`src/rtl/sar_result_collector.sv`:
```
// sar_result_collector
//   Captures each end-of-conversion code from the coarse/fine SAR logic,
//   optionally averages 2^AVG_LOG2 consecutive codes, and queues the results
//   in a small FIFO that drains over a valid/ready handshake.
//   Optional feature macro: SAR_RES_TIMESTAMP_EN. When it is defined, each
//   result word is prefixed with a free-running timestamp that is latched on
//   the final sample of the result.
//   i_rst is an asynchronous, active-low reset. i_clr is the synchronous clear.

module sar_result_collector #(
    parameter int N_BITS     = 10,
    parameter int AVG_LOG2   = 0,
    parameter int FIFO_DEPTH = 4,
    parameter int TS_W       = 8,
`ifdef SAR_RES_TIMESTAMP_EN
    localparam int OUT_W     = N_BITS + TS_W,
`else
    localparam int OUT_W     = N_BITS,
`endif
    localparam int LVL_W     = $clog2(FIFO_DEPTH) + 1
) (
    input  logic              i_clk,
    input  logic              i_rst,
    input  logic              i_en,
    input  logic              i_clr,
    input  logic [N_BITS-1:0] i_sar,
    input  logic              i_eoc,
    output logic [OUT_W-1:0]  o_dout,
    output logic              o_dout_valid,
    input  logic              i_dout_ready,
    output logic [LVL_W-1:0]  o_level,
    output logic              o_ovf
);

    localparam int PTR_W = $clog2(FIFO_DEPTH);
    localparam int ACC_W = N_BITS + AVG_LOG2;
    localparam int CNT_W = (AVG_LOG2 > 0) ? AVG_LOG2 : 1;
    localparam logic [CNT_W-1:0] CNT_LAST  = CNT_W'((1 << AVG_LOG2) - 1);
    localparam logic [LVL_W-1:0] LVL_FULL  = LVL_W'(FIFO_DEPTH);

    // Pointer arithmetic relies on natural wrap, so depth must be a power of two.
    if ((FIFO_DEPTH < 2) || ((FIFO_DEPTH & (FIFO_DEPTH - 1)) != 0) || (TS_W < 1)) begin : g_cfg_err
        $error("sar_result_collector: FIFO_DEPTH must be a power of two >= 2 and TS_W >= 1");
    end

    logic                r_eoc_d;
    logic [ACC_W-1:0]    r_acc;
    logic [CNT_W-1:0]    r_cnt;
    logic [OUT_W-1:0]    r_mem [FIFO_DEPTH];
    logic [PTR_W-1:0]    r_wr_ptr;
    logic [PTR_W-1:0]    r_rd_ptr;
    logic [LVL_W-1:0]    r_level;
    logic [OUT_W-1:0]    r_dout;
    logic                r_dout_valid;
    logic                r_ovf;

    logic                w_smp;
    logic [ACC_W-1:0]    w_sum;
    logic                w_last;
    logic [N_BITS-1:0]   w_result;
    logic [OUT_W-1:0]    w_word;
    logic                w_full;
    logic                w_pop;
    logic                w_push_req;
    logic                w_push;
    logic                w_drop;
    logic [LVL_W-1:0]    w_keep;
    logic [LVL_W-1:0]    w_level_nxt;
    logic [PTR_W-1:0]    w_rd_ptr_nxt;
    logic [OUT_W-1:0]    w_dout_nxt;

`ifdef SAR_RES_TIMESTAMP_EN
    logic [TS_W-1:0]     r_ts;

    // Free-running timestamp; the value seen on the final-sample edge is stored.
    always_ff @(posedge i_clk or negedge i_rst) begin
        if (!i_rst) begin
            r_ts <= {TS_W{1'b0}};
        end else begin
            r_ts <= r_ts + TS_W'(1);
        end
    end

    assign w_word = {r_ts, w_result};
`else
    assign w_word = w_result;
`endif

    // Rising edge of eoc while enabled is one sample; a held eoc counts once.
    assign w_smp      = i_en & i_eoc & ~r_eoc_d;
    assign w_sum      = r_acc + ACC_W'(i_sar);
    assign w_last     = (r_cnt == CNT_LAST);
    assign w_result   = N_BITS'(w_sum >> AVG_LOG2);

    assign w_full     = (r_level == LVL_FULL);
    assign w_pop      = r_dout_valid & i_dout_ready;
    assign w_push_req = w_smp & w_last;
    // A full FIFO still accepts a push when a pop frees the head slot.
    assign w_push     = w_push_req & (~w_full | w_pop);
    assign w_drop     = w_push_req & w_full & ~w_pop;
    assign w_keep     = r_level - LVL_W'(w_pop);

    // Next occupancy, read pointer and head word for the registered output.
    always_comb begin
        w_level_nxt  = r_level;
        w_rd_ptr_nxt = r_rd_ptr;
        w_dout_nxt   = r_mem[r_rd_ptr];
        case ({w_push, w_pop})
            2'b10:   w_level_nxt = r_level + LVL_W'(1);
            2'b01:   w_level_nxt = r_level - LVL_W'(1);
            default: w_level_nxt = r_level;
        endcase
        if (w_pop) begin
            w_rd_ptr_nxt = r_rd_ptr + PTR_W'(1);
        end else begin
            w_rd_ptr_nxt = r_rd_ptr;
        end
        // With nothing left behind the head, the new word bypasses the memory.
        if (w_push && (w_keep == {LVL_W{1'b0}})) begin
            w_dout_nxt = w_word;
        end else begin
            w_dout_nxt = r_mem[w_rd_ptr_nxt];
        end
    end

    // Edge detector history and the averaging accumulator.
    always_ff @(posedge i_clk or negedge i_rst) begin
        if (!i_rst) begin
            r_eoc_d <= 1'b0;
            r_acc   <= {ACC_W{1'b0}};
            r_cnt   <= {CNT_W{1'b0}};
        end else begin
            r_eoc_d <= i_eoc;
            if (i_clr || !i_en) begin
                r_acc <= {ACC_W{1'b0}};
                r_cnt <= {CNT_W{1'b0}};
            end else if (w_smp) begin
                if (w_last) begin
                    r_acc <= {ACC_W{1'b0}};
                    r_cnt <= {CNT_W{1'b0}};
                end else begin
                    r_acc <= w_sum;
                    r_cnt <= r_cnt + CNT_W'(1);
                end
            end else begin
                r_acc <= r_acc;
                r_cnt <= r_cnt;
            end
        end
    end

    // Result storage; written only when a push is accepted.
    always_ff @(posedge i_clk or negedge i_rst) begin
        if (!i_rst) begin
            for (int i = 0; i < FIFO_DEPTH; i++) begin
                r_mem[i] <= {OUT_W{1'b0}};
            end
        end else if (!i_clr && w_push) begin
            r_mem[r_wr_ptr] <= w_word;
        end else begin
            r_mem <= r_mem;
        end
    end

    // FIFO control, registered head word and sticky overflow flag.
    always_ff @(posedge i_clk or negedge i_rst) begin
        if (!i_rst) begin
            r_wr_ptr     <= {PTR_W{1'b0}};
            r_rd_ptr     <= {PTR_W{1'b0}};
            r_level      <= {LVL_W{1'b0}};
            r_dout       <= {OUT_W{1'b0}};
            r_dout_valid <= 1'b0;
            r_ovf        <= 1'b0;
        end else if (i_clr) begin
            r_wr_ptr     <= {PTR_W{1'b0}};
            r_rd_ptr     <= {PTR_W{1'b0}};
            r_level      <= {LVL_W{1'b0}};
            r_dout       <= {OUT_W{1'b0}};
            r_dout_valid <= 1'b0;
            r_ovf        <= 1'b0;
        end else begin
            if (w_push) begin
                r_wr_ptr <= r_wr_ptr + PTR_W'(1);
            end else begin
                r_wr_ptr <= r_wr_ptr;
            end
            r_rd_ptr     <= w_rd_ptr_nxt;
            r_level      <= w_level_nxt;
            r_dout       <= w_dout_nxt;
            r_dout_valid <= (w_level_nxt != {LVL_W{1'b0}});
            r_ovf        <= r_ovf | w_drop;
        end
    end

    assign o_dout       = r_dout;
    assign o_dout_valid = r_dout_valid;
    assign o_level      = r_level;
    assign o_ovf        = r_ovf;

endmodule
```
`config.mk`:
```
export PLATFORM = sky130hd
export DESIGN_NAME = sar_result_collector
export DESIGN_NICKNAME = d
export VERILOG_FILES = /design/src/rtl/sar_result_collector.sv
export SDC_FILE = /design/constraint.sdc
export NUM_CORES = 1
export LEC_CHECK = 0
export CAP_MARGIN = 10
export CORE_ASPECT_RATIO = 1.5
export CORE_MARGIN = 2
export CORE_UTILIZATION = 39
export DETAILED_ROUTE_END_ITERATION = 8
export SYNTH_ARGS = -nofsm -noshare
export SYNTH_HDL_FRONTEND = slang
export SYNTH_SLANG_ARGS = --single-unit
export TNS_END_PERCENT = 1
```
`constraint.sdc`:
```
create_clock -name i_clk -period 1.8 [get_ports i_clk]
set_clock_uncertainty 0.05 [all_clocks]
set_input_delay 0.18 -clock i_clk [delete_from_list [all_inputs] [get_ports i_clk]]
set_output_delay 0.18 -clock i_clk [all_outputs]
set_load 0.03 [all_outputs]
```
# After elaboration in Yosys (flattened, before gate mapping)
# Index checks and enable logic that the tools add are counted.
dict set report totals {
  ff_bits 71
  wordCells 73
}
dict set report op_classes {
  muxes 22
  magnitude_cmp 3
  n_reduce_logical 10
  n_addsub 7
  n_eq_ne 3
  bitwise 15
}
# cell count
set ops {}
lappend ops {{$mux W10} 8}
lappend ops {{$bwmux W40} 1}
lappend ops {{$bmux W10 S2} 1}
lappend ops {{$demux W10 S2} 1}
lappend ops {{$add A10 B10 Y10} 1}
lappend ops {{$mux W2} 4}
lappend ops {{$and A1 B1 Y1} 7}
lappend ops {{$ge A3 B3 Y1 const B} 2}
lappend ops {{$not A2 Y3} 2}
lappend ops {{$pmux W3 S2} 1}
lappend ops {{$mux W1} 5}
lappend ops {{$add A2 B1 Y2 const B} 2}
lappend ops {{$not A1 Y1} 4}
lappend ops {{$reduce_bool A2 Y1} 2}
lappend ops {{$add A3 B1 Y3 const B} 1}
lappend ops {{$eq A3 B3 Y1 const B} 1}
lappend ops {{$logic_and A1 B1 Y1} 3}
lappend ops {{$logic_not A3 Y1} 1}
lappend ops {{$lt A3 B1 Y1 const B} 1}
lappend ops {{$mux W3} 1}
lappend ops {{$reduce_bool A3 Y1} 1}
lappend ops {{$sub A3 B1 Y3} 1}
lappend ops {{$sub A3 B1 Y3 const B} 1}
lappend ops {{$eq A2 B1 Y1 const B} 1}
lappend ops {{5 further kinds} 7}

# Longest topological paths before layout
# Gate-level depths: netlist of run 1.
dict set report depth {
  depth_word 8
  depth_mapped 10
  mapped_depth_nobuf 7
}

# Least setup slack after synthesis of run 1
# OpenSTA, ideal clock, no wires.
dict set report synth_path {
  path_kind {register -> register}
  startpoint {register r_dout_valid, in the netlist o_dout_valid}
  endpoint {register r_dout[8], in the netlist o_dout[8]}
  stages_incl_launch_ff 10
  setup_slack_ns -0.393
  required_time_ns 1.628
  setup_time_ns 0.122
  t_arrival_ns 2.022
  cell_sequence {dfrtp_1 -> nand2_2 -> buf_6 -> inv_2 -> buf_2 -> ha_1 -> xor2_1 -> nor3b_1 -> a21oi_2 -> a32o_1}
}
dict set report synth_via {
  elab_chain_cells 8
  elab_cells_between_ends 13
}
# item line
set synth_rtl {}
lappend synth_rtl {{start, declared} 54} ;# logic r_dout_valid;
lappend synth_rtl {{start signal, assigned} 190} ;# r_dout_valid <= (w_level_nxt != {LVL_W{1'b0}});
lappend synth_rtl {{$and A1 B1 Y1 (*)} 96} ;# assign w_pop = r_dout_valid & i_dout_ready;
lappend synth_rtl {{$mux W2} 113} ;# if (w_pop) begin
lappend synth_rtl {{$not A2 Y3 (not written as such)} 122} ;# w_dout_nxt = r_mem[w_rd_ptr_nxt];
lappend synth_rtl {{$bmux W10 S2} 122}
lappend synth_rtl {{$mux W10 (not written as such) (2 in series)} 122}
lappend synth_rtl {{$mux W10 (*)} 119} ;# if (w_push && (w_keep == {LVL_W{1'b0}})) begin
lappend synth_rtl {{$mux W10 (*)} 174} ;# end else if (i_clr) begin
lappend synth_rtl {{end signal, assigned} 171} ;# r_dout <= {OUT_W{1'b0}};
lappend synth_rtl {{end signal, assigned} 178} ;# r_dout <= {OUT_W{1'b0}};
lappend synth_rtl {{end signal, assigned} 189} ;# r_dout <= w_dout_nxt;
lappend synth_rtl {{end, declared} 53} ;# logic [OUT_W-1:0] r_dout;
# Every way passes the cells marked *; elsewhere a longest branch is shown, timed or not. The select of a mux whose other input is x is not followed.
# A chain may end at the register's enable or synchronous reset.

# Final worst setup path of run 1
dict set report layout_path {
  startpoint {register r_eoc_d}
  endpoint {register r_dout_valid, in the netlist o_dout_valid}
}
dict set report layout_via {
  elab_chain_cells 8
  elab_cells_between_ends 9
}
# item line
set layout_rtl {}
lappend layout_rtl {{start, declared} 46} ;# logic r_eoc_d;
lappend layout_rtl {{start signal, assigned} 133} ;# r_eoc_d <= i_eoc;
lappend layout_rtl {{$not A1 Y1 (*)} 90} ;# assign w_smp = i_en & i_eoc & ~r_eoc_d;
lappend layout_rtl {{$and A1 B1 Y1 (*)} 90}
lappend layout_rtl {{$and A1 B1 Y1 (*)} 97} ;# assign w_push_req = w_smp & w_last;
lappend layout_rtl {{$and A1 B1 Y1 (*)} 99} ;# assign w_push = w_push_req & (~w_full | w_pop);
lappend layout_rtl {{$eq A2 B1 Y1 or $eq A2 B2 Y1 (tied branches)} 108} ;# case ({w_push, w_pop})
lappend layout_rtl {{$pmux W3 S2 (*)} 108}
lappend layout_rtl {{$reduce_bool A3 Y1 (*)} 190}
lappend layout_rtl {{$mux W1 (*)} 174}
# Every way passes the cells marked *; elsewhere a longest branch is shown, timed or not.

==> summary.txt, run 1 <==
Psw: 1.51 mW
Remaining routing DRC violations: 0
CP endpoint kind: register
Post-synth EDFFs: 0
Seq pwr share: 0.360
HP Class: input port to asynchronous set/reset pin
Wire length per cell: 18.1 um
Slew margin rel.: 0.744
Crit-path max cell delay: 370 ps
Fraction of layout cells with a size suffix above 1: 0.263
F_max: 0.549 GHz
Clock-pin slew on the worst setup and hold paths: 50 ps
Post-Syn Area per Cell: 12.0 um2
Top cell family by delay on the critical path: simple AND/OR/NAND/NOR gates
Startpoint types: register
WS Path Type: register to register
WL met1: 3470 um
Mapped cell area: 0.00322 mm2
Worst-path cell chain: and3b_2 -> nor2_2 -> fa_2 -> nor4b_1 -> o21a_1 -> o32ai_2
Met2 WL post-DR: 4070 um
Maximum number of buffers from clock root to sink: 2
H-Tree Depth: 3
Syn_nets: 291
Initial antenna violation count: 0
Worst endpoint required time: 1970 ps
Asr flop ratio synth: 1.00
Failing checks: setup timing
Slew of the pin with the lowest slew margin: 385 ps
Sw Share: 0.319
Fin. max-slew vios: 0
Post-synth top area share: 0.466
Die Wd: 78.2 um
Combinational share of power: 0.318
Tot GR Track Use: 0.189
Vias/cell: 5.44
Max-Cap Viols: 0
CTS buffer count: 9
Status: finished with violations
ANT nets after route: 0
Cells after synthesis: 269
Ant. Diodes: 0
Fin crit share: 1.01
Clock sink count: 60
Port buffer count: 30
Power Dens Cells: 1100 mW/mm2
Pin count of the biggest net entering global routing: 61
Nets: 351
Initial DRC Count: 149
Placer Congestion: 0.770
Die height: 115 um
Synth-to-layout area growth: 33.5%
Die ar.: 0.00901 mm2
Clk_lat worst skew: 330 ps
Buffer and inverter count on the worst path: 0
First-pass GRT wire length: 12700 um
Router iterations before antenna repair: 4
DR vias: 2388
Core Region: 0.00801 mm2
Synth cell types: 46
Syn. warnings: 0
Setup slack after layout: -20.0 ps
Final Setup Violations: 1
Slowest CP cell: dfrtp_1
Synth area leaders: dfrtp_1 47%, mux2_1 14%, mux2i_1 6.2%
Pleak: 1.91 nW
Top Metal Used: met4
Sequential element share of the synthesized area: 0.466
Top cells by count, synth: 60 x dfrtp_1, 40 x mux2_1, 20 x mux2i_1, 20 x nand2_1
Crit path time final: 1820 ps
Crit path arrival time: 1990 ps
GRT overflow: 0
Final WL: 7970 um
Seq cells post-synth: 60
Cell taking the most area after synthesis: dfrtp_1
RSZ-0062 raised after global routing: true
Vias in the first global route: 2471
Maximum VDD drop: 0.567 mV
Rows: 40
Total power: 4.75 mW
# IOs: 31
Fin. Hold Viols: 0
P_int: 3.23 mW
CP max FO: 3
CTS tree: built
CTS root buffer: clkbuf_16
Most common cell in the netlist: dfrtp_1
HPWL reported at the end of detailed placement: 5230 um
Routed wire length on met3: 297 um
Top FF cell, synth: dfrtp_1
Dpl ws: -416 ps
Power share of the clock group: 0.322
Initial Util: 0.402
## through the flow
| step | std cells | hold WS [ps] | util | setup TNS (ps) | instance area [um2] |
|---|---|---|---|---|---|
| floorplan | 269 | -166 | - | -4010 | 3250 |
| global placement | 420 | 168 | 0.488 | -16570 | 3910 |
| detailed placement | 420 | 170 | 0.488 | -18460 | 3910 |
| CTS | 437 | 342 | 0.524 | -687 | 4200 |
| global route | 439 | 355 | 0.537 | -1530 | 4300 |
| finish | 439 | 333 | 0.537 | -20.0 | 4300 |
## sequential cells by signal, summed over array words and instances (netlist names)
signal	cells
r_rd_ptr	2
o_dout_valid	1
r_mem	40
o_dout	10
r_eoc_d	1
r_wr_ptr	2
o_ovf	1
o_level	3
## cells in the final DEF (no fill, tap or decap), types with 3 or more instances in the layout
| master | n |
|---|---|
| nor2_1 | 10 |
| nand2_1 | 20 |
| inv_1 | 3 |
| nand3_1 | 9 |
| buf_4 | 30 |
| clkbuf_16 | 9 |
| clkdlybuf4s50_1 | 27 |
| a221oi_2 | 9 |
| clkbuf_1 | 4 |
| a211oi_1 | 9 |
| and2_4 | 5 |
| ha_1 | 4 |
| xnor2_1 | 3 |
| buf_12 | 7 |
| a32o_1 | 10 |
| and3_1 | 11 |
| mux2i_1 | 20 |
| dfrtp_1 | 59 |
| mux2_1 | 40 |
## power groups by stage
stage	logic, mW	clock network (mW)	registers (mW)
final	1.51	1.53	1.71
after global routing	1.62	1.65	1.73
after CTS	1.42	1.57	1.70
after detailed placement	1.40	0	1.72
after global placement	1.38	0	1.72
after floorplan	0.693	0	1.88
## worst register-to-register path: cells and delay by family (launching register included)
kind            cells  cell delay, ps
simple gates        3             480
compound gates      2             470
flops               1             370
fa+ha+maj           1             350
## final cells by class
type / count / area (um2)
sequential: 60 / 1500
inverter: 5 / 21.3
clock buffer: 14 / 254
clock inverter: 2 / 10.0
fill: 707 / 3710
multi-input combinational: 185 / 1710
tap: 105 / 131
timing repair buffer: 68 / 672
## cells by family (layout without fill, tap and decap cells)
logic type | after synthesis | after routing | synth area share
buf+inv | 25 | 89 | 0.0427
simple gates | 72 | 72 | 0.119
compound gates | 40 | 41 | 0.126
xor+xnor | 4 | 4 | 0.0109
mux | 62 | 62 | 0.209
flops | 60 | 60 | 0.466
fa+ha+maj | 6 | 6 | 0.0257
## layer usage
| metal | vias to the layer above | global-route usage |
|---|---|---|
| met5 | - | 0 |
| met4 | 0 | 0.102 |
| met1 | 1204 | 0.235 |
| met3 | 13 | 0.0400 |
| met2 | 51 | 0.307 |
| li1 | 1120 | - |
## what timing repair did
item	CTS	global route
setup buffers	0	1
hold endpoints to repair	60	0
pin swaps	1	5
resized for setup	6	20
hold buffers	1	0
setup endpoints to repair	48	53
gates cloned	0	1
## final timing paths
path	slack, ps	from	depth (start not counted)	endpoint
worst min-delay path	330	i_rst	3	r_mem[11]
min in group i_clk	350	i_eoc	1	r_eoc_d
worst max-delay path	-20	r_eoc_d	6	o_dout_valid
worst min register to register	430	r_mem[38]	1	r_mem[38]
max in group asynchronous	1080	i_rst	3	o_dout_valid
worst max register to register	-20	r_eoc_d	6	o_dout_valid
(Power assumes the default switching activity.)
==> inputs of run 2 (changes only) <==
--- a/config.mk
+++ b/config.mk
@@ -10,6 +10,7 @@
 export CORE_MARGIN = 2
 export CORE_UTILIZATION = 39
 export DETAILED_ROUTE_END_ITERATION = 8
+export SLEW_MARGIN = 10
 export SYNTH_ARGS = -nofsm -noshare
 export SYNTH_HDL_FRONTEND = slang
 export SYNTH_SLANG_ARGS = --single-unit
==> results of run 2 <==
Same layout as run 1: the final DEF is identical, and so are final timing and power.
